<file path="src/rtl/sonic_vc_st_rl_adapter.sv">
// Avalon-ST ready-latency adapter with skid FIFO, grant tracking and drop accounting.
// Latency: one cycle minimum from push to out_* (every beat is registered, no bypass).
// Backpressure: in_ready credits count+outstanding grants against DEPTH; out_ready is honoured with latency OUT_RL.
//
// Ports:
//   clk, reset                 sole clock, synchronous active-high reset
//   in_ready/in_valid/in_*     upstream sink side (ready latency IN_RL)
//   out_ready/out_valid/out_*  downstream source side (ready latency OUT_RL)
//   overflow_err               sticky flag, set when an ungranted beat arrives
//   drop_count                 saturating count of discarded beats
module sonic_vc_st_rl_adapter #(
    parameter int DATA_W  = 128,
    parameter int EMPTY_W = 2,
    parameter int IN_RL   = 0,
    parameter int OUT_RL  = 2,
    parameter int ADDR_W  = 3
) (
    input  logic               clk,
    input  logic               reset,
    output logic               in_ready,
    input  logic               in_valid,
    input  logic [DATA_W-1:0]  in_data,
    input  logic               in_startofpacket,
    input  logic               in_endofpacket,
    input  logic [EMPTY_W-1:0] in_empty,
    input  logic               out_ready,
    output logic               out_valid,
    output logic [DATA_W-1:0]  out_data,
    output logic               out_startofpacket,
    output logic               out_endofpacket,
    output logic [EMPTY_W-1:0] out_empty,
    output logic               overflow_err,
    output logic [15:0]        drop_count
);

    localparam int DEPTH  = 1 << ADDR_W;
    localparam int WORD_W = DATA_W + 2 + EMPTY_W;
    // Shift registers keep at least one bit so zero-latency builds still elaborate.
    localparam int GSR_W  = (IN_RL  > 0) ? IN_RL  : 1;
    localparam int RSR_W  = (OUT_RL > 0) ? OUT_RL : 1;
    localparam int CNT_W  = ADDR_W + 1;
    localparam int OST_W  = 3;
    localparam int SUM_W  = ADDR_W + 4;

    if (IN_RL < 0 || IN_RL > 4 || OUT_RL < 0 || OUT_RL > 4) begin : g_rl_check
        $error("sonic_vc_st_rl_adapter: IN_RL and OUT_RL must be in 0..4");
    end
    if (DEPTH < IN_RL + OUT_RL + 2) begin : g_depth_check
        $error("sonic_vc_st_rl_adapter: DEPTH must be at least IN_RL+OUT_RL+2");
    end

    logic [WORD_W-1:0] mem_q [DEPTH];
    logic [ADDR_W-1:0] wr_ptr_q, wr_ptr_d;
    logic [ADDR_W-1:0] rd_ptr_q, rd_ptr_d;
    logic [CNT_W-1:0]  count_q, count_d;
    logic [GSR_W-1:0]  grant_sr_q, grant_sr_d;
    logic [RSR_W-1:0]  rdy_sr_q, rdy_sr_d;
    logic              overflow_err_q, overflow_err_d;
    logic [15:0]       drop_count_q, drop_count_d;

    logic [OST_W-1:0]  outstanding;
    logic [SUM_W-1:0]  credit_sum;
    logic              permitted;
    logic              push;
    logic              drop;
    logic              pop;
    logic [WORD_W-1:0] in_word;

    assign in_word = {in_data, in_startofpacket, in_endofpacket, in_empty};

    // Grants already issued whose beats may still land count against free space.
    always_comb begin
        outstanding = '0;
        for (int i = 0; i < GSR_W; i++) begin
            outstanding = outstanding + OST_W'(grant_sr_q[i]);
        end
    end

    // Conservative credit: a pop in the same cycle does not free a slot until next cycle.
    assign credit_sum = SUM_W'(count_q) + SUM_W'(outstanding);
    assign in_ready   = !reset && (credit_sum < SUM_W'(DEPTH));

    assign permitted  = (IN_RL == 0) ? in_ready : grant_sr_q[GSR_W-1];
    assign push       = !reset && in_valid && permitted;
    assign drop       = !reset && in_valid && !permitted;

    // With OUT_RL>0 the sink already committed to accept, so out_valid itself is the pop.
    assign out_valid  = !reset && (count_q != '0) &&
                        ((OUT_RL == 0) ? 1'b1 : rdy_sr_q[RSR_W-1]);
    assign pop        = (OUT_RL == 0) ? (out_valid && out_ready) : out_valid;

    assign {out_data, out_startofpacket, out_endofpacket, out_empty} = mem_q[rd_ptr_q];
    assign overflow_err = overflow_err_q;
    assign drop_count   = drop_count_q;

    always_comb begin
        wr_ptr_d       = wr_ptr_q + ADDR_W'(push);
        rd_ptr_d       = rd_ptr_q + ADDR_W'(pop);
        count_d        = count_q + CNT_W'(push) - CNT_W'(pop);
        grant_sr_d     = (IN_RL == 0)  ? '0 : ((grant_sr_q << 1) | GSR_W'(in_ready));
        rdy_sr_d       = (OUT_RL == 0) ? '0 : ((rdy_sr_q << 1) | RSR_W'(out_ready));
        overflow_err_d = overflow_err_q | drop;
        drop_count_d   = drop_count_q;
        if (drop && (drop_count_q != 16'hFFFF)) begin
            drop_count_d = drop_count_q + 16'd1;
        end
    end

    always_ff @(posedge clk) begin
        if (reset) begin
            wr_ptr_q       <= '0;
            rd_ptr_q       <= '0;
            count_q        <= '0;
            grant_sr_q     <= '0;
            rdy_sr_q       <= '0;
            overflow_err_q <= 1'b0;
            drop_count_q   <= '0;
        end else begin
            wr_ptr_q       <= wr_ptr_d;
            rd_ptr_q       <= rd_ptr_d;
            count_q        <= count_d;
            grant_sr_q     <= grant_sr_d;
            rdy_sr_q       <= rdy_sr_d;
            overflow_err_q <= overflow_err_d;
            drop_count_q   <= drop_count_d;
        end
    end

    // Payload storage carries no reset; only the pointers define what is valid.
    always_ff @(posedge clk) begin
        if (push) begin
            mem_q[wr_ptr_q] <= in_word;
        end
    end

endmodule

</file>
<file path="config.mk">
export PLATFORM = sky130hd
export DESIGN_NAME = sonic_vc_st_rl_adapter
export DESIGN_NICKNAME = d
export VERILOG_FILES = /design/src/rtl/sonic_vc_st_rl_adapter.sv
export SDC_FILE = /design/constraint.sdc
export NUM_CORES = 1
export LEC_CHECK = 0
export CELL_PAD_IN_SITES_DETAIL_PLACEMENT = 0
export CELL_PAD_IN_SITES_GLOBAL_PLACEMENT = 1
export CORE_ASPECT_RATIO = 0.8
export CORE_UTILIZATION = 25
export DETAILED_ROUTE_END_ITERATION = 8
export PLACE_DENSITY = 0.44
export SLEW_MARGIN = 20
export SYNTH_ARGS = -nofsm -noshare
export SYNTH_HDL_FRONTEND = slang
export SYNTH_SLANG_ARGS = --single-unit
</file>
<file path="constraint.sdc">
create_clock -name clk -period 22.7 [get_ports clk]
set_input_delay 4.54 -clock clk [delete_from_list [all_inputs] [get_ports clk]]
set_output_delay 4.54 -clock clk [all_outputs]
set_load 0.005 [all_outputs]
</file>
==> key figures, run 1 <==
Logic synthesis
  • Commonest cells post-synth: edfxtp_1 (1056), mux4_2 (264), mux2_2 (132)
  • Synth area leader: edfxtp_1
  • Synthesized netlist cell count: 1692
  • Seq/Total Area, Yosys: 0.789
  • Top-count cell post-synth: edfxtp_1
  • Synth Flop Type: edfxtp_1
  • Area of the mapped netlist: 40900 sq um
  • Count of different cell masters after synthesis: 40
  • Fraction of registers with async set/reset: 0
  • Syn_nets: 1837
  • Largest cells by area after synthesis: edfxtp_1 (77%), mux4_2 (15%), mux2_2 (3.6%), dfxtp_1 (1.4%), clkbuf_1 (0.40%)
  • Seq cells post-synth: between 1k and 1.5k
  • Synth Warn #: 0
  • Mean Syn Cell Area: 24.2 sq um
  • Post-synth top area share: 0.775
  • Number of synthesized flops with an enable pin: 1056

Floorplan
  • Site row count: 132
  • Die H: 364 um
  • # IOs: approximately 290
  • Die footprint: ~170000 sq um
  • Die width: 454 um
  • Starting density of the core: 0.252
  • Core ar.: 162000 sq um

STA
  • Slew headroom: 0.292
  • RSZ-0062 raised after global routing: false
  • Final Setup Violations: 0
  • Hold Fails Final Rpt: 0
  • Crit share post-route: 0.474
  • Setup TNS: 0 ps
  • Min Tclk post-route: between 10000 and 15000 ps
  • Slew Limit Fails: 0
  • Clock Skew: 19.7 ps
  • Least-Margin Pin Slew: 1060 ps
  • Fmax: 93.0 MHz

Global routing
  • Initial antenna violation count: 9
  • Largest net degree at the start of global routing: 96
  • Global-route wire length before repair: 143000 um
  • Vias in the first global route: 20.1k
  • Gr usage total: 0.120
  • GRT overflow: 0

Setup path
  • Critical Path Sink Type: output pin
  • Worst setup SP type: input pin
  • Worst path most repeated cell: clkdlybuf4s50_1
  • Cell chain of the critical path: clkdlybuf4s50_1 -> buf_4 -> inv_1 -> o311a_1 -> clkdlybuf4s50_1
  • CP arrival: 6210 ps
  • Critical path class: in -> out
  • CP Max Fanout: 33
  • Slowest library cell on the worst path: clkdlybuf4s50_1
  • WP data required: 18160 ps
  • Slowest stage delay, CP: 560 ps

Cells and area
  • Nets: roughly 2.2k
  • Fraction of layout instances using a drive strength above 1: 0.279
  • Utilization after layout: 0.308
  • Area Overhead vs Synth: 22.3%

Pwr
  • Leak: 0.0148 uW
  • Pwr/cell area: 85.7 nW/um^2
  • Maximum VDD drop: 0.0000628 V

Detailed routing
  • DRC: 0
  • ANT nets after route: 0
  • Wire per inst: 23.2 um
  • Drt first pass iters: 5
  • Top Layer Used: met5
  • Via density: approximately 4.3
  • Met2 Wirelength: 50100 um
  • Metal3 WL: 3840 um
  • Met1 wire length: about 43000 um
  • Initial drt markers: 959
  • Routed wire length: 99400 um
  • Vias: 18.4k

Run
  • Max-Cap Viols: 0

Clocking
  • TritonCTS clock tree: done
  • Longest Clk Path Bufs: 3
  • # clock sinks: 1085
  • Max H-tree Level: 3
  • Hold-fix buffers, CTS: 0
  • Resized cells post-CTS: 0
  • Worst-path clk slew: approximately 60 ps
  • CTS Buf Count: 114
  • Clock root cell: clkbuf_16
  • Setup bufs post-CTS: 0
  • Clock Latency Late Sink: 720 ps

Placed design
  • Port Buffers: 286
  • Gp weighted congestion: 0.668
  • Post-DP HPWL: 51300 um

Run status
  • Status: completed

Worst hold path
  • Worst Hold Class: reg -> reg
layout make-up:
cell class,count,area [sq um]
clock buffers,148,3040
diodes,3,7.51
flip-flops and latches,1085,32300
inverters,7,26.3
clock inverters,59,493
repair buffers,317,3170
multi-input cells,519,8310
well taps,2144,2680
fillers,15576,112000
logic make-up after synthesis:
family	Yosys count	synth area share
adders and majority gates	9	0.00294
AOI/OAI and AO/OA	36	0.00532
muxes	396	0.182
DFF	1085	0.789
xor gates and xnor gates	6	0.00128
buffers and inverters	88	0.00929
and+or+nand+nor	72	0.0105
flip-flops by register name, indices dropped and copies added, names as in the netlist:
name / flops
count_q: 4
mem_q: 1056
wr_ptr_q: 3
overflow_err: 1
drop_count: 16
rdy_sr_q: 2
rd_ptr_q: 3
path summary, 6_finish.rpt:
check,startpoint,to,slack [ps],cells after the start
setup / recovery,reset,out_valid,11950,5
hold / removal,rdy_sr_q[0]$_SDFF_PP0_,rdy_sr_q[1]$_SDFF_PP0_,440,1
setup reg to reg,count_q[3]$_SDFF_PP0_,mem_q[6][102]$_DFFE_PP_,18940,6
hold reg to reg,rdy_sr_q[0]$_SDFF_PP0_,rdy_sr_q[1]$_SDFF_PP0_,440,1
metal layers:
| metal | track usage | up-vias |
|---|---|---|
| li1 | - | 7949 |
| met1 | 0.155 | 9982 |
| met2 | 0.203 | 280 |
| met3 | 0.0281 | 147 |
| met4 | 0.0303 | 12 |
| met5 | 0 | - |
cells in the final DEF (no fill, tap or decap), drive strengths merged, types with 9 or more instances in the layout:
master,n
a21oi,16
buf,31
clkbuf,148
clkdlybuf4s50,286
clkinv,44
dfxtp,29
edfxtp,1056
inv,9
mux2,132
mux4,264
nor2,14
or4,9
report_power, final:
group,switching [uW],internal (uW)
combinational,116,134
clock,760,1030
sequential,10.9,2240
total,887,3400
critical path: cells and delay by family:
kind | cells | cell delay (ps)
buffers and inverters | 4 | 1370
AO/OA/AOI/OAI | 1 | 300
stage by stage:
step / hold slack (ps) / std cells / setup slack, ps / instance area [sq um] / total power (uW)
CTS: 443 / 4279 / 11930 / 50000 / 4370
finish: 439 / 4282 / 11950 / 50000 / 4290
global placement: 426 / 4072 / 11960 / 46500 / 2540
global route: 461 / 4281 / 11850 / 50000 / 4440
detailed placement: 428 / 4072 / 11940 / 46500 / 2550
floorplan: 414 / 1692 / 7900 / 40900 / 2410
Power figures use the tool's default switching activity.
==> run 2: changes to the inputs <==
PLACE_DENSITY = 0.46   (was 0.44)
clock period = 9.25 ns   (was 22.7 ns; I/O delays follow)
==> run 2 against run 1 <==
- global-route usage fell by 0.17 points
- non-clock buffer count fell by 4
- combinational power rose by 150%
- flip-flop and latch count did not move
==> key figures, run 2 (synthesis results as in run 1) <==
Run status
  • Status: completed

Detailed routing
  • Routed wire length: 98200 um
  • Vias: 18.5k
  • ANT nets after route: 0
  • Wire per inst: 22.9 um
  • Via density: 4.30
  • Drt first pass iters: 7
  • DRC: 0
  • Initial drt markers: between 1k and 1.5k

Clocking
  • Setup bufs post-CTS: 0
  • TritonCTS clock tree: done
  • Worst-path clk slew: 60 ps
  • Longest Clk Path Bufs: 3
  • # clock sinks: 1085
  • Clock Latency Late Sink: approximately 750 ps
  • Clock root cell: clkbuf_16
  • CTS Buf Count: 117
  • Hold-fix buffers, CTS: 0
  • Max H-tree Level: 3
  • Resized cells post-CTS: 0

Pwr
  • Sw frac: 0.210
  • Seq pwr share: 0.517
  • Pwr Total: 10700 uW
  • Combinational share of power: 0.057
  • Pwr/cell area: 212 nW/um^2
  • Sw power: 2240 uW
  • Cell Int Power: 8430 uW
  • Leak: 0.0149 uW
  • Maximum VDD drop: 0.000148 V
  • Clock power share: 0.425

Setup path
  • Crit. Startpoint: rd_ptr_q[0]$_SDFF_PP0_
  • WP data required: around 7400 ps
  • Reg2reg path depth: 5
  • Critical path class: reg -> out
  • Worst setup SP type: flop
  • CP Max Fanout: 96
  • CP arrival: approximately 3700 ps
  • Reg2reg start: count_q[3]$_SDFF_PP0_
  • Critical R2R Capture: mem_q[0][106]$_DFFE_PP_
  • FF-to-FF setup slack: 6330 ps
  • Critical Path Sink Type: output pin

Floorplan
  • Die H: between 300 and 400 um
  • Die width: between 400 and 500 um
  • # IOs: around 290
  • Site row count: 132
  • Die footprint: 165000 sq um
  • Starting density of the core: 0.252
  • Core ar.: between 150000 and 200000 sq um

Cells and area
  • Nets: 2188
  • Commonest non-fill, non-tap cells in the layout: edfxtp_1 (1056), clkdlybuf4s50_1 (286), mux4_2 (264), mux2_2 (132), clkbuf_16 (118)
  • Largest Register: mem_q
  • Max FFs per register: 1056
  • Area Overhead vs Synth: 22.8%
  • Layout Cells excl Fill: 4291
  • Fraction of layout instances using a drive strength above 1: 0.280
  • Leading cell type in the layout, fill and taps excluded: edfxtp_1

Worst hold path
  • Worst hold start: rdy_sr_q[0]$_SDFF_PP0_
  • Hold Path Stages: 1
  • WHS Endpoint: rdy_sr_q[1]$_SDFF_PP0_
  • Worst Hold Class: reg -> reg

Placed design
  • Port Buffers: 286
  • Gp weighted congestion: 0.678
  • Post-DP HPWL: 50400 um
  • Inst Count DP: 4068

Global routing
  • Largest net degree at the start of global routing: 101
  • Global-route wire length before repair: ~140000 um
  • Vias in the first global route: 20.3k
  • GRT overflow: 0
  • Gr usage total: 0.118
  • Initial antenna violation count: 11

STA
  • Fmax: 179 MHz
  • Hold Fails Final Rpt: 0
  • Clock Skew: 45.5 ps
  • Min Tclk post-route: approximately 5600 ps
  • Setup TNS: 0 ps
  • Slew headroom: 0.340
  • RSZ-0062 raised after global routing: false
  • Crit share post-route: 0.604
  • Least-Margin Pin Slew: 989 ps
  • Slew Limit Fails: 0
  • Final Setup Violations: 0

Run
  • Max-Cap Viols: 0
==> run 2: cell count changes in the layout (fill, tap and decap cells not counted), sizes merged <==
cell | previous run | this run
buf | 31 | 27
bufinv | 8 | 9
clkinv | 44 | 51
clkinvlp | 5 | 4
diode | 3 | 4
inv | 9 | 14
==> run 2: routing by layer <==
| metal | part of all wire | global-route usage |
|---|---|---|
| met5 | 0.00065 | 0 |
| met3 | 0.034 | 0.0246 |
| met2 | 0.51 | 0.205 |
| met1 | 0.43 | 0.148 |
| met4 | 0.026 | 0.0360 |
==> run 2: cell type report <==
type                       instances  area (sq um)
antenna                            4          10.0
clock buffer                     148          3090
clock inverter                    71           642
sequential                      1085         32300
tap                             2144          2680
fill                           15551        112000
timing repair buffer             313          3200
inverter                           7          26.3
multi-input combinational        519          8320
==> run 2: critical path, cell delays in order (launching register included) <==
cell and delay, ps:
dfxtp_4 750, buf_12 600, mux4_2 610, mux2_2 300
clkdlybuf4s50_1 490
==> run 2: how the worst max path moves through the flow <==
stage / to / cells past startpoint
final: out_data[96] / 4
after global routing: out_data[86] / 4
after CTS: out_data[86] / 4
after detailed placement: out_valid / 5
after global placement: out_valid / 5
after floorplan: mem_q[7][0]$_DFFE_PP_ / 5
==> run 2: power groups by stage <==
stage / logic (uW) / clock network (uW) / registers, uW
finish: 613 / 4540 / 5520
global route: 668 / 4880 / 5520
CTS: 639 / 4700 / 5520
detailed placement: 635 / 0 / 5620
global placement: 628 / 0 / 5620
floorplan: 282 / 0 / 5620
==> run 2: metrics by stage <==
step / cell area (sq um) / util / hold slack (ps) / worst slack, ps
after floorplan: 40900 / - / 414 / 683
after global placement: 46500 / 0.287 / 423 / 3860
after detailed placement: 46500 / 0.287 / 429 / 3910
after CTS: 50300 / 0.310 / 443 / 3420
after global routing: 50300 / 0.310 / 466 / 3330
final: 50300 / 0.310 / 439 / 3660
==> run 3: changes to the inputs <==
clock period = 5.1 ns   (was 9.25 ns; I/O delays follow)
==> run 3 against run 2 <==
- via count increased by 0.16%
- combinational power increased by 92%
- largest power group unchanged
- sequential power increased by 81%
- critical path depth unchanged
- utilization increased by 0.32 points
- first-iteration DRC count increased by 14%
==> key figures, run 3 (synthesis results as in run 1) <==
Setup path
  • Cell chain of the critical path: buf_12 -> mux4_2 -> mux2_2 -> clkdlybuf4s50_1
  • FF-to-FF setup slack: 2750 ps
  • Slowest stage delay, CP: between 600 and 700 ps
  • CP arrival: 3270 ps
  • Reg2reg start: count_q[3]$_SDFF_PP0_
  • Critical path class: reg -> out
  • Delay-heaviest family, CP: buffers and inverters
  • CP Max Fanout: 83
  • Reg2reg path depth: 5
  • WP data required: approximately 4100 ps
  • Critical Path Sink Type: output pin
  • Critical R2R Capture: mem_q[3][63]$_DFFE_PP_
  • Worst setup SP type: flop
  • Slowest library cell on the worst path: mux4_2
  • Crit path buffers/inverters: 2

STA
  • Hold Fails Final Rpt: 0
  • Slew Limit Fails: 0
  • RSZ-0062 raised after global routing: false
  • Worst hold slack: 446 ps
  • Fmax: approximately 230 MHz
  • Min Tclk post-route: 4290 ps
  • Clock Skew: 46.4 ps
  • Final Setup Violations: 0
  • Slew headroom: 0.404
  • Least-Margin Pin Slew: 887 ps
  • Crit share post-route: 0.841

Floorplan
  • Starting density of the core: 0.252
  • Site row count: about 130
  • Die H: 364 um
  • Core ar.: 162000 sq um
  • Die footprint: approximately 170000 sq um
  • # IOs: around 290
  • Die width: about 450 um

Clocking
  • Worst-path clk slew: approximately 60 ps
  • Resized cells post-CTS: 0
  • TritonCTS clock tree: done
  • Hold-fix buffers, CTS: 0
  • Longest Clk Path Bufs: 3
  • Clock Latency Late Sink: 730 ps
  • CTS Buf Count: 115
  • Setup bufs post-CTS: 0
  • Max H-tree Level: 3
  • Clock root cell: clkbuf_16
  • # clock sinks: 1085

Cells and area
  • Max FFs per register: 1056
  • Fraction of layout instances using a drive strength above 1: 0.293
  • Largest Register: mem_q
  • Fillers: 15.5k
  • Commonest non-fill, non-tap cells in the layout: edfxtp_1 (1056), clkdlybuf4s50_1 (286), mux4_2 (264), mux2_2 (132), clkbuf_16 (115)
  • Nets: 2207
  • Area Overhead vs Synth: 24.1%
  • Leading cell type in the layout, fill and taps excluded: edfxtp_1

Run
  • Max-Cap Viols: 0

Global routing
  • Global-route wire length before repair: 147000 um
  • Largest net degree at the start of global routing: 84
  • GRT overflow: 0
  • Gr usage total: 0.124
  • Initial antenna violation count: 13
  • Vias in the first global route: 20.2k

Pwr
  • Cell Int Power: 15400 uW
  • Clock power share: 0.426
  • Seq pwr share: 0.514
  • Pwr/cell area: 383 nW/um^2
  • Combinational share of power: 0.060
  • Maximum VDD drop: 0.000266 V
  • Sw frac: 0.210
  • Sw power: 4080 uW
  • Leak: between 0.015 and 0.02 uW
  • Pwr Total: approximately 19000 uW

Worst hold path
  • Hold Path Stages: 1
  • Worst Hold Class: reg -> reg
  • Worst hold start: rdy_sr_q[0]$_SDFF_PP0_
  • WHS Endpoint: rdy_sr_q[1]$_SDFF_PP0_

Detailed routing
  • Wire per inst: 23.8 um
  • DRC: 0
  • Vias: 18.5k
  • Via density: ~4.3
  • ANT nets after route: 0
  • Initial drt markers: between 1k and 1.5k
  • Routed wire length: a little over 100000 um
  • Drt first pass iters: 5

Placed design
  • Post-DP HPWL: between 50000 and 60000 um
  • Port Buffers: 286
  • Gp weighted congestion: 0.699

Run status
  • Status: completed
run 3: cell count changes in the layout (fill, tap and decap cells not counted), sizes merged:
cell,before,now
diode,4,5
bufinv,9,13
clkbuf,148,140
inv,14,12
buf,27,48
run 3: power by group through the flow:
stage | sequential (uW) | clock [uW] | combinational, uW
finish | 10000 | 8290 | 1180
global route | 10000 | 8890 | 1280
CTS | 10000 | 8580 | 1230
detailed placement | 10200 | 0 | 1220
global placement | 10200 | 0 | 1210
floorplan | 10200 | 0 | 520
run 3: worst max-delay path by stage:
stage | from | cells past startpoint | to | slack (ps)
floorplan | reset | 5 | mem_q[3][0]$_DFFE_PP_ | -300
global placement | reset | 6 | mem_q[3][129]$_DFFE_PP_ | 1080
detailed placement | reset | 6 | mem_q[3][37]$_DFFE_PP_ | 1110
CTS | rd_ptr_q[0]$_SDFF_PP0_ | 5 | out_data[58] | 660
global route | rd_ptr_q[0]$_SDFF_PP0_ | 4 | out_data[56] | 610
finish | rd_ptr_q[0]$_SDFF_PP0_ | 4 | out_data[49] | 810
run 3: per-layer routing:
layer | track usage | up-vias | routed length [um]
li1 | - | 7988 | -
met1 | 0.157 | 10017 | 43800
met2 | 0.216 | 330 | 53400
met3 | 0.0230 | 147 | 3480
met4 | 0.0367 | 6 | 2050
met5 | 0 | - | 36
run 3: area by class of cell:
cell class	count	area, sq um	area share
Antenna cell	5	12.5	0.000246
Clock buffer	140	2970	0.0585
Clock inverter	73	754	0.0149
Inverter	7	26.3	0.000517
Multi-Input combinational cell	519	8340	0.164
Sequential cell	1085	32300	0.636
Tap cell	2144	2680	0.0528
Timing Repair Buffer	334	3710	0.0731
run 3: per-stage QoR:
| step | worst slack (ps) | cells | area (sq um) | util | setup TNS [ps] |
|---|---|---|---|---|---|
| after floorplan | -303 | 1692 | 41000 | - | -124200 |
| after global placement | 1080 | 4089 | 47100 | 0.290 | 0 |
| after detailed placement | 1110 | 4089 | 47100 | 0.290 | 0 |
| after CTS | 663 | 4302 | 50800 | 0.313 | 0 |
| after global routing | 605 | 4306 | 50800 | 0.313 | 0 |
| final | 813 | 4307 | 50800 | 0.313 | 0 |
